`config.mk`:
```
export PLATFORM = sky130hd
export DESIGN_NAME = cmd_frame_sender_flat
export DESIGN_NICKNAME = d
export VERILOG_FILES = /design/src/rtl/cmd_frame_sender_if.sv /design/src/rtl/cmd_frame_sender.sv /design/src/flat_wrapper.sv
export SDC_FILE = /design/constraint.sdc
export NUM_CORES = 1
export LEC_CHECK = 0
export CAP_MARGIN = 20
export CORE_MARGIN = 1.5
export CORE_UTILIZATION = 55
export CTS_BUF_LIST = sky130_fd_sc_hd__clkbuf_16
export CTS_CLUSTER_DIAMETER = 200
export CTS_CLUSTER_SIZE = 28
export DETAILED_ROUTE_END_ITERATION = 8
export PLACE_DENSITY = 0.74
export SYNTH_ARGS = -nofsm -noshare
export SYNTH_HDL_FRONTEND = slang
export SYNTH_SLANG_ARGS = --single-unit
```
`constraint.sdc`:
```
create_clock -name i_clk -period 3.7 [get_ports i_clk]
set_input_delay 0.74 -clock i_clk [delete_from_list [all_inputs] [get_ports i_clk]]
set_output_delay 0.74 -clock i_clk [all_outputs]
set_load 0.02 [all_outputs]
```
`src/rtl/cmd_frame_sender_if.sv`:
```
// Byte stream from the command framer to the UART transmitter user port.
// A byte moves on every clock where tx_valid and tx_ready are both high.
interface cmd_frame_sender_if;
  logic [7:0] tx_data;
  logic       tx_valid;
  logic       tx_ready;

  modport master (output tx_data, output tx_valid, input tx_ready);
  modport slave  (input tx_data, input tx_valid, output tx_ready);
endinterface

```
`src/rtl/cmd_frame_sender.sv`:
```
// Host-side command framer: packs the stored payload into
// head, type, length, payload[, checksum] and streams it to the UART.
//
// state   | meaning
// --------+--------------------------------------------------------
// S_IDLE  | waiting for i_start, payload buffer open for writes
// S_HEAD  | presenting the head byte
// S_TYPE  | presenting the latched type byte
// S_LEN   | presenting the latched length byte
// S_DATA  | presenting payload byte idx_q
// S_CSUM  | presenting the checksum byte
// S_GAP   | quiet time before o_done, gap_q counts down to zero
module cmd_frame_sender #(
  parameter logic [7:0] P_HEAD       = 8'h55,
  parameter int         P_MAX_LEN    = 16,
  parameter bit         P_CHECK_EN   = 1'b0,
  parameter int         P_GAP_CYCLES = 0
) (
  input  logic                           i_clk,
  input  logic                           i_rst,
  input  logic [7:0]                     i_pl_data,
  input  logic                           i_pl_wr,
  output logic                           o_pl_ready,
  output logic [$clog2(P_MAX_LEN+1)-1:0] o_pl_count,
  input  logic                           i_start,
  input  logic [7:0]                     i_type,
  input  logic [7:0]                     i_len,
  output logic                           o_busy,
  output logic                           o_done,
  output logic                           o_err,
  cmd_frame_sender_if.master             tx
);

  localparam int CW = $clog2(P_MAX_LEN + 1);
  localparam int IW = (P_MAX_LEN > 1) ? $clog2(P_MAX_LEN) : 1;
  localparam logic [CW-1:0] MAX_CNT = CW'(P_MAX_LEN);

  typedef enum logic [2:0] {
    S_IDLE, S_HEAD, S_TYPE, S_LEN, S_DATA, S_CSUM, S_GAP
  } state_t;

  state_t        state_q, state_d;
  logic [7:0]    tx_data_q, tx_data_d;
  logic          tx_valid_q, tx_valid_d;
  logic [7:0]    type_q, type_d;
  logic [7:0]    len_q, len_d;
  logic [IW-1:0] idx_q, idx_d;
  logic [7:0]    csum_q, csum_d;
  logic [15:0]   gap_q, gap_d;
  logic [CW-1:0] count_q, count_d;
  logic          busy_q, busy_d;
  logic          done_q, done_d;
  logic          err_q, err_d;

  logic [7:0]    mem_q [P_MAX_LEN];
  logic          wr_en;
  logic [IW-1:0] wr_idx;
  logic [IW-1:0] idx_nxt;
  logic          fire, len_ok, start_acc;
  logic          payload_end, tail_start, frame_end;

  assign tx.tx_data  = tx_data_q;
  assign tx.tx_valid = tx_valid_q;
  assign o_pl_count  = count_q;
  assign o_pl_ready  = !busy_q && (count_q < MAX_CNT);
  assign o_busy      = busy_q;
  assign o_done      = done_q;
  assign o_err       = err_q;

  always_comb begin
    state_d     = state_q;
    tx_data_d   = tx_data_q;
    tx_valid_d  = tx_valid_q;
    type_d      = type_q;
    len_d       = len_q;
    idx_d       = idx_q;
    csum_d      = csum_q;
    gap_d       = gap_q;
    count_d     = count_q;
    done_d      = 1'b0;
    err_d       = 1'b0;
    payload_end = 1'b0;
    tail_start  = 1'b0;
    frame_end   = 1'b0;
    fire        = tx_valid_q && tx.tx_ready;
    idx_nxt     = idx_q + 1'b1;
    len_ok      = (i_len <= 8'(count_q)) && ({1'b0, i_len} <= 9'(P_MAX_LEN));
    start_acc   = (state_q == S_IDLE) && i_start && len_ok;

    case (state_q)
      S_IDLE: begin
        if (i_start) begin
          if (len_ok) begin
            state_d    = S_HEAD;
            tx_valid_d = 1'b1;
            tx_data_d  = P_HEAD;
            type_d     = i_type;
            len_d      = i_len;
            csum_d     = i_type + i_len;
            idx_d      = '0;
          end else begin
            err_d = 1'b1;
          end
        end
      end
      S_HEAD: if (fire) begin
        state_d   = S_TYPE;
        tx_data_d = type_q;
      end
      S_TYPE: if (fire) begin
        state_d   = S_LEN;
        tx_data_d = len_q;
      end
      S_LEN: if (fire) begin
        if (len_q != 8'd0) begin
          state_d   = S_DATA;
          idx_d     = '0;
          tx_data_d = mem_q[0];
        end else begin
          payload_end = 1'b1;
        end
      end
      S_DATA: if (fire) begin
        csum_d = csum_q + tx_data_q;
        if (8'(idx_q) == len_q - 8'd1) begin
          payload_end = 1'b1;
        end else begin
          idx_d     = idx_nxt;
          tx_data_d = mem_q[idx_nxt];
        end
      end
      S_CSUM: if (fire) tail_start = 1'b1;
      S_GAP: begin
        if (gap_q == 16'd0) frame_end = 1'b1;
        else gap_d = gap_q - 16'd1;
      end
      default: state_d = S_IDLE;
    endcase

    // csum_d already includes the last payload byte here
    if (payload_end) begin
      if (P_CHECK_EN) begin
        state_d   = S_CSUM;
        tx_data_d = csum_d;
      end else begin
        tail_start = 1'b1;
      end
    end

    if (tail_start) begin
      tx_valid_d = 1'b0;
      tx_data_d  = 8'd0;
      if (P_GAP_CYCLES != 0) begin
        state_d = S_GAP;
        gap_d   = 16'(P_GAP_CYCLES - 1);
      end else begin
        frame_end = 1'b1;
      end
    end

    // the whole buffer is released once the frame is out, unused bytes too
    if (frame_end) begin
      state_d = S_IDLE;
      done_d  = 1'b1;
      count_d = '0;
    end

    wr_en  = i_pl_wr && o_pl_ready && !start_acc;
    wr_idx = IW'(count_q);
    if (wr_en) count_d = count_q + 1'b1;

    busy_d = (state_d != S_IDLE);
  end

  always_ff @(posedge i_clk or posedge i_rst) begin
    if (i_rst) begin
      state_q    <= S_IDLE;
      tx_data_q  <= 8'd0;
      tx_valid_q <= 1'b0;
      type_q     <= 8'd0;
      len_q      <= 8'd0;
      idx_q      <= '0;
      csum_q     <= 8'd0;
      gap_q      <= 16'd0;
      count_q    <= '0;
      busy_q     <= 1'b0;
      done_q     <= 1'b0;
      err_q      <= 1'b0;
    end else begin
      state_q    <= state_d;
      tx_data_q  <= tx_data_d;
      tx_valid_q <= tx_valid_d;
      type_q     <= type_d;
      len_q      <= len_d;
      idx_q      <= idx_d;
      csum_q     <= csum_d;
      gap_q      <= gap_d;
      count_q    <= count_d;
      busy_q     <= busy_d;
      done_q     <= done_d;
      err_q      <= err_d;
    end
  end

  // payload storage needs no reset: count_q defines which bytes are valid
  always_ff @(posedge i_clk) begin
    if (wr_en) mem_q[wr_idx] <= i_pl_data;
  end

endmodule
```
`src/flat_wrapper.sv`:
```
// flat-port wrapper written by rule: the top's interface ports become plain ports
module cmd_frame_sender_flat 
#(
  parameter logic [7:0] P_HEAD       = 8'h55,
  parameter int         P_MAX_LEN    = 16,
  parameter bit         P_CHECK_EN   = 1'b0,
  parameter int         P_GAP_CYCLES = 0
)
  (i_clk, i_rst, i_pl_data, i_pl_wr, o_pl_ready, o_pl_count, i_start, i_type, i_len, o_busy, o_done, o_err, tx_tx_data, tx_tx_valid, tx_tx_ready);
  cmd_frame_sender_if tx_i ();
  input  logic i_clk;
  input  logic i_rst;
  input  logic [7:0] i_pl_data;
  input  logic i_pl_wr;
  output logic o_pl_ready;
  output logic [$clog2(P_MAX_LEN+1)-1:0] o_pl_count;
  input  logic i_start;
  input  logic [7:0] i_type;
  input  logic [7:0] i_len;
  output logic o_busy;
  output logic o_done;
  output logic o_err;
  output wire logic [$bits(tx_i.tx_data)-1:0] tx_tx_data;
  output wire logic [$bits(tx_i.tx_valid)-1:0] tx_tx_valid;
  input wire logic [$bits(tx_i.tx_ready)-1:0] tx_tx_ready;
  assign tx_tx_data = tx_i.tx_data;
  assign tx_tx_valid = tx_i.tx_valid;
  assign tx_i.tx_ready = tx_tx_ready;
  cmd_frame_sender #(.P_HEAD(P_HEAD), .P_MAX_LEN(P_MAX_LEN), .P_CHECK_EN(P_CHECK_EN), .P_GAP_CYCLES(P_GAP_CYCLES)) u_core (.i_clk(i_clk), .i_rst(i_rst), .i_pl_data(i_pl_data), .i_pl_wr(i_pl_wr), .o_pl_ready(o_pl_ready), .o_pl_count(o_pl_count), .i_start(i_start), .i_type(i_type), .i_len(i_len), .o_busy(o_busy), .o_done(o_done), .o_err(o_err), .tx(tx_i));
endmodule
```
==> results of run 1 <==
## cell families after synthesis
family	Yosys count	share of synthesized area, %
flip-flops	184	63.3
AND/OR/NAND/NOR	152	9.46
AO/OA/AOI/OAI	83	7.72
multiplexers	60	12.2
buffers and inverters	52	2.78
XOR/XNOR	22	2.55
adder cells (fa/ha/maj)	13	1.93
## path summary, 6_finish.rpt
path	start	endpoint	slack [ns]	cells past startpoint
max	u_core.o_pl_count[2]	u_core.mem_q[7][0]	0.31	9
min in group asynchronous	i_rst	u_core.gap_q[3]	0.80	2
max in group asynchronous	i_rst	u_core.o_pl_count[4]	2.14	3
min reg2reg	u_core.gap_q[10]	u_core.gap_q[10]	0.47	1
min	u_core.gap_q[10]	u_core.gap_q[10]	0.47	1
max reg2reg	u_core.o_pl_count[2]	u_core.mem_q[7][0]	0.31	9
## state kept, by name, indices dropped and copies added, names as in the netlist
register	count
u_core.o_err	1
u_core.tx.tx_valid	1
u_core.idx_q	4
u_core.o_busy	1
u_core.mem_q	128
u_core.tx.tx_data	8
u_core.state_q	3
u_core.o_pl_count	5
u_core.type_q	8
u_core.o_done	1
u_core.gap_q	16
u_core.len_q	8
## area by class of cell
| class | instances | share of cell area, % |
|---|---|---|
| inverter | 25 | 0.985 |
| timing repair buffer | 61 | 6.01 |
| sequential | 184 | 55.1 |
| tap | 184 | 2.42 |
| clock inverter | 15 | 1.62 |
| clock buffer | 17 | 4.46 |
| multi-input combinational | 330 | 29.4 |
## worst max-delay path, delay by kind of cell (launching register included)
family,cells,cell delay (ns)
AO/OA/AOI/OAI,2,0.91
flip-flops,1,0.55
multiplexers,1,0.11
buffers and inverters,2,0.47
AND/OR/NAND/NOR,3,0.69
adder cells (fa/ha/maj),1,0.36
## power groups by stage
stage / registers, mW / logic [mW] / clock network [mW]
after floorplan: 2.69 / 1.19 / 0
after global placement: 2.69 / 1.79 / 0
after detailed placement: 2.69 / 1.82 / 0
after CTS: 2.65 / 1.84 / 1.78
after global routing: 2.68 / 1.99 / 1.86
final: 2.66 / 1.84 / 1.78
## cell usage in the layout (no fill, tap or decap), drive strengths merged, types with 6 or more instances in the layout
master / n
edfxtp: 128
dfrtp: 56
nand2: 54
clkdlybuf4s50: 46
inv: 33
mux4: 32
o21ai: 22
mux2i: 20
nor2: 20
and3: 18
clkbuf: 17
a211oi: 17
buf: 15
nor3: 15
xor2: 14
ha: 12
nand3: 11
a21oi: 9
xnor2: 8
mux2: 8
a22oi: 6
## metal layers
layer | track usage, % | up-vias
li1 | - | 2275
met1 | 33.1 | 2559
met2 | 39.7 | 182
met3 | 5.18 | 25
met4 | 8.48 | 0
met5 | 0 | -
==> metrics.yaml, run 1 <==
placement:
  dp.cells: 784
  dpl_cell_area_um2: 8950
  portBuffers: 46
  place_hpwl_mm: 12.6
  gp_congestion: 0.904
  post-place-ws_ns: 0.0148
cells_and_area:
  seqCellArea_um2: 5250
  n_fill_cell: 1025
  final_area_um2: 9530
  layout-drive-gt1-share_pct: 17.7
  syn2layout_area_growth_pct: 15.1
  nNetsFinal: 660
  final_core_util_pct: 65.1
  multiInputGateArea_um2: 2810
  antennaDiodeCount: 0
  finalNonFillerCells: 816
logic_synthesis:
  ys_ff_latch: 184
  synth.most_common_cell: "edfxtp_1"
  ys.flop_type: "edfxtp_1"
  synth_area_leader_cell: "edfxtp_1"
  synth_common_cells: "128 x edfxtp_1, 56 x dfrtp_1, 53 x nand2_1"
  synth-edff-count: 128
  yosysWarnings: 0
  synth_top_cell_area_share_pct: 46.4
  ys_seq_area_share_pct: 63.3
  syn_avg_cell_area_um2: 14.6
  synthTopCellsByArea: "edfxtp_1 46%, dfrtp_1 17%, mux4_2 8.7%"
  async_reset_ff_share_pct: 30.4
  syn_area_um2: 8280
  netlist_instances: 566
  synth_cell_types: 65
  syn_nets: 607
worst_setup_path:
  cp.arrival_ns: 3.53
  required_ns: 3.85
  setup.worst_path.class: "flop to flop"
  critPathMaxStageDelay_ns: 0.55
  path_cells: "inv_1 > ha_1 > and3_1 > mux2i_1 > a21boi_1 > o21a_1 > nand2_1 > nor3_1 > buf_4"
  end_kind: "flop"
  cp_slowest_cell: "dfrtp_1"
  cp-start-kind: "flop"
  worst-path-max-fanout: 14
outcome:
  status: "finished with violations"
  violations: "DRC"
power_and_ir_drop:
  peakVddDrop_v: 0.000560
  clkPwrFrac_pct: 28.3
  p_switching_mw: 2.14
  swShare_pct: 34.1
  p_total_mw: 6.28
  p_comb_share_pct: 29.4
  p_leak_nw: 3.57
  p_seq_share_pct: 42.3
  power_density_nw_per_um2: 659
  internal_power_mw: 4.14
floorplan:
  die_x_um: 126
  start_util_pct: 56.5
  fp.dieArea_um2: 15800
  io_pins: 47
  die_h_um: 126
  core-area_um2: 14600
  num_rows: 44
cts:
  holdBufCountCts: 0
  htreeDepth: 4
  clk_pin_slew_worst_paths_ns: 0.07
  clock_latency_ns: 0.44
  cts_sinks: 184
  cts_resized: 0
  cts.path.max_buffers: 2
  cts_setup_buffers: 0
  tritoncts: "done"
  cts-root-buf: "clkbuf_16"
  cts_made_buffers: 17
detailed_routing:
  drtPass1Iterations: 8
  first_iter_violations: 535
  drcViolationCount: 2
  topRoutingLayerUsed: "met4"
  via_count: 5041
  wl_met2_mm: 8.81
  wl_per_cell_um: 22.4
  wl_met3_mm: 1.17
  ant_nets: 0
  drt_wl_total_mm: 18.3
  wl_met1_mm: 7.97
  vias_per_cell: 6.18
global_routing:
  grt_max_degree: 40
  grt_pass1_wl_mm: 28.6
  overflow: 0
  antenna_found_initial: 0
  track_usage_pct: 24.4
  grt_pass1_vias: 5123
flow_run:
  cap_violations: 0
sta:
  hold-worst-slack_ns: 0.473
  fmax_mhz: 295
  fin_ws_ns: 0.315
  period_share_pct: 91.5
  maxSlewViolCount: 0
  period_needed_ns: 3.39
  rsz0062_at_grt: "false"
  tightest_slew_ns: 0.822
  setup_viol: 0
  fin_setup_tns_ns: 0
  slew-limit-headroom_pct: 45.1
  final-hold-violation-count: 0
  skew_ns: 0.0115
hold_path:
  holdCritPathClass: "flop to flop"
No activity file was read; power rests on OpenSTA's default activity.
==> inputs of run 2 (changes only) <==
- CORE_ASPECT_RATIO: not set -> 1.5
==> run 2 against run 1 <==
Utilization is 0.37 points higher; first-iteration DRC count is 25% lower; final cell count increased by 2.1%; power up 0.77%; critical path type is now input pin to flop; sequential share of layout area down 0.38 points; routed wire length up 4.3%; worst setup slack improved by 0.19 ns; non-clock buffer count grew 5; the flow now finishes without violations; maximum frequency up 6.0%; register-to-register slack improved by 0.27 ns; global-route usage is 1.5 points higher; via count rose by 2.1%.
==> metrics.yaml, run 2 (same netlist as run 1, synthesis figures left out) <==
outcome:
  status: "finished clean"
worst_setup_path:
  end_kind: "flop"
  r2r_cells: 8  # -1
  r2r_start: "u_core.o_pl_count[3]"
  cp.arrival_ns: 3.28  # -0.25 ns
  ff2ff_setup_slack_ns: 0.58  # +0.27 ns
  setup.worst_path.class: "input pin to flop"
  required_ns: 3.79  # -0.06 ns
  cp-start-kind: "input pin"
  worst-path-max-fanout: 9  # -5
  worstReg2RegEnd: "u_core.mem_q[12][7]"
hold_path:
  holdCritPathClass: "flop to flop"
  hold_path_depth: 1  # unchanged
  worstHoldStart: "u_core.gap_q[10]"
  hold_end: "u_core.gap_q[10]"
floorplan:
  core-area_um2: 14700  # +0.12%
  die_h_um: 153  # +22%
  start_util_pct: 56.5  # -0.068 points
  fp.dieArea_um2: 15800  # about the same
  io_pins: 47  # unchanged
  die_x_um: 103  # -18%
  num_rows: 54  # +23%
cells_and_area:
  antennaDiodeCount: 0  # unchanged
  final_cell_mix: "128 x edfxtp_1, 55 x dfrtp_1, 53 x nand2_1"
  top_regs: "u_core.mem_q x128, u_core.gap_q x16"
  final_core_util_pct: 65.4  # +0.37 points
  nNetsFinal: 665  # +0.76%
  final_common_cell: "edfxtp_1"
  largest_reg_flops: 128  # unchanged
  syn2layout_area_growth_pct: 15.9
  largest-register: "u_core.mem_q"
  layout-drive-gt1-share_pct: 18.4  # +0.65 points
placement:
  post-place-ws_ns: 0.102  # +0.0868 ns
  gp_congestion: 0.934  # +3.3%
  portBuffers: 46  # unchanged
  place_hpwl_mm: 13.3  # +6.2%
cts:
  cts_setup_buffers: 0  # unchanged
  clk_pin_slew_worst_paths_ns: 0.07  # about the same
  cts.path.max_buffers: 2  # unchanged
  cts_resized: 0  # unchanged
  cts_made_buffers: 17  # unchanged
  htreeDepth: 4  # unchanged
  clock_latency_ns: 0.43  # about the same
  cts-root-buf: "clkbuf_16"
  holdBufCountCts: 0  # unchanged
  cts_sinks: 184  # unchanged
  tritoncts: "done"
detailed_routing:
  wl_met2_mm: 10.4  # +18%
  wl_met1_mm: 6.95  # -13%
  ant_nets: 0  # unchanged
  wl_met3_mm: 1.00  # -14%
  topRoutingLayerUsed: "met4"
  drtPass1Iterations: 6  # -2
  drcViolationCount: 0  # -2
  vias_per_cell: 6.18  # about the same
  drt_wl_total_mm: 19.1  # +4.3%
  via_count: 5149  # +2.1%
  first_iter_violations: 400  # -25%
  wl_per_cell_um: 22.9  # +2.1%
global_routing:
  overflow: 0  # unchanged
  grt_max_degree: 36  # -10%
  antenna_found_initial: 0  # unchanged
  grt_pass1_vias: 5273  # +2.9%
  grt_pass1_wl_mm: 29.4  # +2.9%
  track_usage_pct: 25.9  # +1.5 points
sta:
  fmax_mhz: 313  # +6.0%
  final-hold-violation-count: 0  # unchanged
  slew-limit-headroom_pct: 42.3  # -2.8 points
  fin_setup_tns_ns: 0  # unchanged
  tightest_slew_ns: 0.863  # +0.0407 ns
  fin_ws_ns: 0.506  # +0.191 ns
  period_share_pct: 86.3  # -5.2 points
  skew_ns: 0.0119  # +0.000426 ns
  rsz0062_at_grt: "false"
  period_needed_ns: 3.19  # -0.191 ns
  maxSlewViolCount: 0  # unchanged
  setup_viol: 0  # unchanged
  hold-worst-slack_ns: 0.485  # +0.0120 ns
power_and_ir_drop:
  p_leak_nw: 3.61  # +0.90%
  power_density_nw_per_um2: 659  # about the same
  peakVddDrop_v: 0.000375  # -33%
flow_run:
  cap_violations: 0  # unchanged
[run 2: changes by cell type in the layout (fill, tap and decap cells not counted), sizes merged]
| cell | delta |
|---|---|
| buf | +5 |
| clkinvlp | -1 |
| inv | +1 |
[run 2: critical path, cell delays in order]
cell and delay [ns]:
clkdlybuf4s50_1 0.51, inv_1 0.08, ha_1 0.29, and3_1 0.15, mux2i_1 0.12, a21boi_1 0.34
o21a_1 0.42, buf_4 0.22, and3_1 0.40
[run 2: power by group]
| group | total, mW | internal [mW] | switching [mW] |
|---|---|---|---|
| Clock | 1.79 | 0.912 | 0.875 |
| Sequential | 2.64 | 2.44 | 0.202 |
| Combinational | 1.90 | 0.818 | 1.08 |
| Total | 6.32 | 4.17 | 2.15 |
[run 2: how the worst max path moves through the flow]
stage | start | to | slack [ns] | cells past startpoint
detailed placement | i_len[0] | u_core.mem_q[12][7] | 0.10 | 9
finish | i_len[0] | u_core.mem_q[12][7] | 0.51 | 9
global route | i_len[0] | u_core.mem_q[3][4] | 0.31 | 10
CTS | i_len[0] | u_core.mem_q[8][7] | 0.54 | 9
global placement | i_len[0] | u_core.mem_q[4][6] | 0.26 | 9
floorplan | u_core.o_pl_count[2] | u_core.mem_q[3][0] | 0.69 | 9
[run 2: through the flow]
stage / total power [mW] / instances / cell area (um2)
final: 6.32 / 833 / 9590
after detailed placement: 4.55 / 801 / 9000
after CTS: 6.34 / 833 / 9590
after global routing: 6.59 / 833 / 9590
after floorplan: 3.88 / 566 / 8280
after global placement: 4.50 / 801 / 9000
[run 2: final cells by class]
class | count | area, um2
flip-flops and latches | 184 | 5250
fillers | 1040 | 5070
multi-input cells | 330 | 2810
repair buffers | 66 | 611
clock buffers | 17 | 425
well taps | 196 | 245
clock inverters | 15 | 168
inverters | 25 | 93.8
[run 2: metal layers]
| metal | up-vias | GRT usage (%) |
|---|---|---|
| li1 | 2274 | - |
| met1 | 2592 | 30.1 |
| met2 | 233 | 45.8 |
| met3 | 50 | 3.93 |
| met4 | 0 | 12.4 |
| met5 | - | 0 |
